==> config.mk <==
export PLATFORM = sky130hd
export DESIGN_NAME = jt12_slotcnt
export DESIGN_NICKNAME = d
export VERILOG_FILES = /design/src/rtl/jt12_slotcnt.sv
export SDC_FILE = /design/constraint.sdc
export NUM_CORES = 1
export LEC_CHECK = 0
export ABC_AREA = 1
export CORE_MARGIN = 1
export CORE_UTILIZATION = 47
export DETAILED_ROUTE_END_ITERATION = 10
export PLACE_DENSITY = 0.78
export SYNTH_ARGS = -nofsm -noshare
export SYNTH_HDL_FRONTEND = slang
export SYNTH_SLANG_ARGS = --single-unit
==> constraint.sdc <==
create_clock -name clk -period 2.16 [get_ports clk]
set_input_delay 0.324 -clock clk [delete_from_list [all_inputs] [get_ports clk]]
set_output_delay 0.324 -clock clk [all_outputs]
set_load 0.03 [all_outputs]
==> src/rtl/jt12_slotcnt.sv <==
// JT12 operator/channel slot sequencer: {op,ch} slot counter, successor, markers and delayed copy.
// Optional illegal-state checker enabled by defining JT12_SLOTCNT_CHK_EN.
module jt12_slotcnt #(
  parameter int NUM_CH = 6,
  parameter int NUM_OP = 4,
  parameter int DLY    = 2
) (
  input  logic       rst,
  input  logic       clk,
  input  logic       cen,
  input  logic       resync,
  output logic [4:0] slot,
  output logic [4:0] slot_nx,
  output logic [2:0] ch_lin,
  output logic [1:0] op,
  output logic       zero,
  output logic       last,
  output logic       frame,
  output logic [4:0] slot_dly,
  output logic       err
);

  localparam logic [2:0] LAST_CH = (NUM_CH == 6) ? 3'd6 : 3'd2;
  localparam logic [1:0] OP_LAST = (NUM_OP == 4) ? 2'd3 : 2'd1;
  localparam logic [4:0] LAST_SLOT = {OP_LAST, LAST_CH};

  logic [4:0] slot_r;
  logic [2:0] ch_lin_r;
  logic       zero_r;
  logic       last_r;
  logic       frame_r;
  logic       pending_r;
  logic [2:0] ch_s;
  logic [1:0] op_s;
  logic [2:0] ch_nx_s;
  logic [1:0] op_nx_s;
  logic       bad_s;
  logic [4:0] slot_ld_s;

  // Channel codes 3 and 7 are holes in the 6-channel bank, so the low field is not a plain counter.
  function automatic logic [2:0] lin_idx(input logic [2:0] c);
    if (NUM_CH == 6) lin_idx = {1'b0, c[1:0]} + (c[2] ? 3'd3 : 3'd0);
    else             lin_idx = {1'b0, c[1:0]};
  endfunction

  assign ch_s = slot_r[2:0];
  assign op_s = slot_r[4:3];

  // Successor slot: step channel code, skip the hole after 2, bump operator after the last channel.
  always_comb begin
    ch_nx_s = 3'd0;
    op_nx_s = op_s;
    if (ch_s == LAST_CH) begin
      ch_nx_s = 3'd0;
      op_nx_s = (op_s == OP_LAST) ? 2'd0 : op_s + 2'd1;
    end else if (ch_s == 3'd2) begin
      ch_nx_s = 3'd4;
      op_nx_s = op_s;
    end else begin
      ch_nx_s = ch_s + 3'd1;
      op_nx_s = op_s;
    end
  end

  assign slot_nx = {op_nx_s, ch_nx_s};

`ifdef JT12_SLOTCNT_CHK_EN
  logic err_r;

  function automatic logic illegal(input logic [4:0] s);
    illegal = (s[1:0] == 2'd3) ||
              ((NUM_CH == 3) && (s[2:0] > 3'd2)) ||
              ({1'b0, s[4:3]} >= 3'(NUM_OP));
  endfunction

  assign bad_s = illegal(slot_r);

  // Sticky error flag, sampled every clock regardless of enable.
  always_ff @(posedge clk or posedge rst) begin
    if (rst) err_r <= 1'b0;
    else     err_r <= err_r | bad_s;
  end

  assign err = err_r;
`else
  assign bad_s = 1'b0;
  assign err   = 1'b0;
`endif

  assign slot_ld_s = (resync || pending_r || bad_s) ? 5'd0 : slot_nx;

  // Slot state and the markers derived from the value being loaded, so they align with slot.
  always_ff @(posedge clk or posedge rst) begin
    if (rst) begin
      slot_r    <= 5'd0;
      ch_lin_r  <= 3'd0;
      zero_r    <= 1'b1;
      last_r    <= 1'b0;
      frame_r   <= 1'b0;
      pending_r <= 1'b0;
    end else if (cen) begin
      slot_r    <= slot_ld_s;
      ch_lin_r  <= lin_idx(slot_ld_s[2:0]);
      zero_r    <= (slot_ld_s == 5'd0);
      last_r    <= (slot_ld_s == LAST_SLOT);
      frame_r   <= (slot_ld_s == 5'd0);
      pending_r <= 1'b0;
    end else begin
      frame_r   <= 1'b0;
      pending_r <= pending_r | resync;
    end
  end

  assign slot   = slot_r;
  assign op     = slot_r[4:3];
  assign ch_lin = ch_lin_r;
  assign zero   = zero_r;
  assign last   = last_r;
  assign frame  = frame_r;

  generate
    if (DLY > 0) begin : g_dly
      logic [4:0] dly_r [DLY];

      // Shift pipe advanced only with the slot itself; resync deliberately leaves it alone.
      always_ff @(posedge clk or posedge rst) begin
        if (rst) begin
          for (int i = 0; i < DLY; i++) dly_r[i] <= 5'd0;
        end else if (cen) begin
          dly_r[0] <= slot_r;
          for (int i = 1; i < DLY; i++) dly_r[i] <= dly_r[i-1];
        end else begin
          for (int i = 0; i < DLY; i++) dly_r[i] <= dly_r[i];
        end
      end

      assign slot_dly = dly_r[DLY-1];
    end else begin : g_nodly
      assign slot_dly = slot_r;
    end
  endgenerate

endmodule
Word-level counts from Yosys, hierarchy flattened:

Cells that the tools add are included.

* register bits after elaboration: 22
* bits in latches: 0
* bits in writable memories: 0
* bits in read-only memories: 0
* input port bits: 4
* output and inout bits: 24
* memories: 0

* add/subtract/negate cells: 3
* $mul: 0
* div/mod/pow operators: 0
* $lt $le $gt $ge: 0
* equal/unequal tests: 4
* shift operators: 0
* muxes and demuxes: 8
* bitwise operators: 1
* reductions and logical operators: 2

Operators with widths (count)
* 2-to-1 mux 2 bit: 3
* 2-to-1 mux 3 bit: 2
* == test 5 bit, second input constant: 1
* logical NOT 5 bit: 1
* 2-to-1 mux 5 bit: 1
* adder 2 x 2 -> 3 bit: 1
* adder 3 x 1 -> 3 bit, second input constant: 1
* == test 3 x 2 -> 1 bit, second input constant: 1
* == test 3 bit, second input constant: 1
* adder 2 x 1 -> 2 bit, second input constant: 1
* == test 2 bit, second input constant: 1
* 2-to-1 mux 1 bit: 2
* logical OR 1 bit: 1
* OR 1 bit: 1

Longest topological paths before layout:

* word-level depth: 6
* mapped depth: 8
* depth with buffers taken out: 7

Worst setup path after synthesis:

No wires, ideal clock.

* kind: reg2out
* start: reg slot_r[1] (netlist: slot[1])
* end: out slot_nx[2]
* arrival: 1510 ps
* path slack: 326 ps
* stages on the path, launching flop included: 5
* buffers on the path: 1
* cell sequence: dfrtp_1 > buf_6 > nand2_2 > nor2_2 > nor3_1

* word-level cells in the longest chain between the ends: 3

RTL lines
* from (decl): line 27 `logic [4:0] slot_r;`
* from (signal assigned): line 102 `slot_r <= slot_ld_s;`
* adder 3 x 1 -> 3 bit or == test 3 x 2 -> 1 bit (tied branches): line 60, 56
* 2-to-1 mux 3 bit: line 56 `end else if (ch_s == 3'd2) begin`
* 2-to-1 mux 3 bit *: line 53 `if (ch_s == LAST_CH) begin`
* to (decl): line 13 `output logic [4:0] slot_nx,`

Mark *: on every way between the ends. The rest lies on a longest branch, timed or not.

Final worst setup path:

* start: reg slot_r[0] (netlist: slot[0])
* end: out slot_nx[1]

Same word-level chain as after synthesis.

==> results.toml <==
[worst_setup_path]
worstPathCellList = "inv_2 > nor2_4 > clkdlybuf4s50_1"
cp-end-kind = "output pin"
critical_path_class = "flop to output pin"
critical_path_required_ns = 1.84
critical_path.max_stage_delay_ns = 0.68
critPathBufInv = 2
cp-start-kind = "flop"
slowest_stage = "clkdlybuf4s50_1"
cp_top_family = "buffers and inverters"
worstPathArrival_ns = 1.74
cp_max_fo = 6

[floorplan]
die-area_um2 = 2460
core_um2 = 2040
fp.dieH_um = 49.6
die_w_um = 49.6
start_util_pct = 52.1
rows = 16
ios = 28

[synth]
synth_top_area_share_pct = 49.4
ys_ff_latch = 22
synth_compound_area_share_pct = 8.35
synth_largest_area_cell = "dfrtp_1"
syn_nets = 124
syn_area_per_cell_um2 = 9.09
yosysWarnings = 0
synthCells = 117
synthDistinctLibCells = 24
yosys.area_share.simple_pct = 22.7
synth_top_family_by_area = "simple AND/OR/NAND/NOR gates"
synthAdderAreaFrac_pct = 4.24
yosys.area_share.xor_xnor_pct = 0
synth_mux_area_share_pct = 0
netlist_area_um2 = 1060
ys_seq_area_share_pct = 51.9
synth_area_leaders = "dfrtp_1 49%, nand2_1 11%, o21ai_0 6.6%, buf_4 5.6%, inv_1 3.5%"

[power]
p_leak_nw = 0.614
p_sw_mw = 0.285
seq_power_share_pct = 51.3
power_frac_comb_pct = 24.6
power.total_mw = 0.917
vdd.ir_drop.worst_mv = 0.407
clkPwrFrac_pct = 24.1
power_density_nw_per_um2 = 685
p_sw_share_pct = 31.1
internal_power_mw = 0.632

[clock_network]
cts_inserted_buffers = 3
h-tree-depth = 1
cts_sinks = 22
tritoncts = "yes"
cts_setup_buffers = 0
ctsLongestPathBuffers = 2
clockRootBuffer = "clkbuf_4"
clkTransAtPathRegs_ns = 0.12
insertion_delay_ns = 0.30

[global_route]
grt_first_pass_wirelength_mm = 3.63
grt.met2_usage_pct = 32.4
grt_use_met3_pct = 3.40
grt_pass1_vias = 800
grt_max_degree = 23
grt_usage_pct = 19.4
overflow = 0
antenna_found_initial = 0
gr-max-usage-layer = "met2"
global_route.usage.met1_pct = 25.3

[timing]
period_needed_ns = 2.06
clock.fmax_mhz = 485
fin_crit_sh_pct = 95.4
rsz0062_at_grt = "false"
hold_viol = 0
setup_viol = 0
slew_violations = 0
finClkSkew_ns = 0.00550
finalSetupTns_ns = 0

[route]
drc = 0
finalWirelength_mm = 2.09
first_pass_iters = 4
drt-vias-per-instance = 5.08
vias = 849
drtIter0Drc = 11
route.detailed.wl_per_inst_um = 12.5
antenna_left = 0

[placement]
io_buffers = 26
routabilityCongestion = 0.809
hpwl_mm = 1.52
dp.cells = 163

[cells_and_area]
n_antenna_cell = 0
area_growth_pct = 25.9
final_common_cell = "nand2_1"
nNetsFinal = 148
final_cell_mix = "30 x nand2_1, 23 x clkdlybuf4s50_1, 19 x dfrtp_1, 14 x o21ai_0, 10 x inv_1"
drive_above_1_share_pct = 16.4
final_cells = 167

[job]
maxCapViolCount = 0

[min_path]
hold_class = "input pin to asynchronous set/reset pin"

[run_status]
status = "complete, no violations"
[cell usage after synthesis]
cell      number
o21ai_1        2
nor2_1         8
inv_1         10
nor4_2         1
nand2_2        3
buf_6          2
clkbuf_1       1
nand4_1        2
nor3_1         1
inv_2          1
nand3_1        1
o21ai_0       14
dfstp_2        1
nor2_2         2
ha_1           2
conb_1         1
buf_4          8
nand3_2        1
a21oi_2        1
nand2_1       30
buf_2          1
dfrtp_1       21
nor2_4         2
fa_1           1
[what timing repair did]
item                       CTS  global route
hold buffers                 0             0
setup endpoints to repair    3             0
gates resized for setup      5             0
[final timing paths]
path                       startpoint          to  slack (ns)  cells past startpoint
hold / removal                    rst   ch_lin[1]        0.34                      3
min in group clk                 zero        zero        0.48                      2
setup reg to reg              slot[0]   ch_lin[1]        0.41                      5
max in group asynchronous         rst        zero        1.55                      3
setup / recovery              slot[0]  slot_nx[1]         0.1                      3
hold reg to reg                  zero        zero        0.48                      2
[per-layer routing]
metal	wire, µm	share of wire, %
met5	0	0
met4	41	2.0
met3	121	5.8
met2	1020	49
met1	906	43
[metrics by stage]
| stage | utilization, % | hold slack (ns) | worst slack (ns) | instance area [µm²] |
|---|---|---|---|---|
| 3_3_place_gp | 63.8 | 0.457 | 0.216 | 1300 |
| 2_1_floorplan | - | 0.312 | 0.326 | 1060 |
| 3_5_place_dp | 63.8 | 0.463 | 0.145 | 1300 |
| 6_report | 65.6 | 0.338 | 0.0989 | 1340 |
| 4_1_cts | 65.6 | 0.352 | 0.0961 | 1340 |
| 5_1_grt | 65.6 | 0.381 | 0.0268 | 1340 |
[area by class of cell]
cell class	instances	area (µm²)
clock buffer	4	36.3
timing repair buffer	31	294
multi-input combinational	72	379
sequential	22	554
fill	180	703
inverter	11	41.3
tap	27	33.8
[sequential cells by signal (all words and copies together), names as in the netlist]
name / count
g_dly.dly_r: 5
slot: 5
slot_dly: 5
ch_lin: 3
frame: 1
last: 1
pending_r: 1
zero: 1
[cell families after synthesis]
kind of cell,count (synthesis)
AO/OA/AOI/OAI,17
adder cells (fa/ha/maj),3
buffers and inverters,23
flip-flops,22
other,1
AND/OR/NAND/NOR,51
[power by group through the flow]
stage	clock [mW]	sequential, mW	combinational (mW)
5_1_grt	0.245	0.474	0.244
3_5_place_dp	0	0.478	0.230
2_1_floorplan	0	0.500	0.126
4_1_cts	0.224	0.470	0.228
3_3_place_gp	0	0.475	0.225
6_report	0.221	0.470	0.226
[worst min-delay path, delay by kind of cell]
family | cells | cell delay [ns]
buffers and inverters | 3 | 0.71
Power figures use the tool's default switching activity.
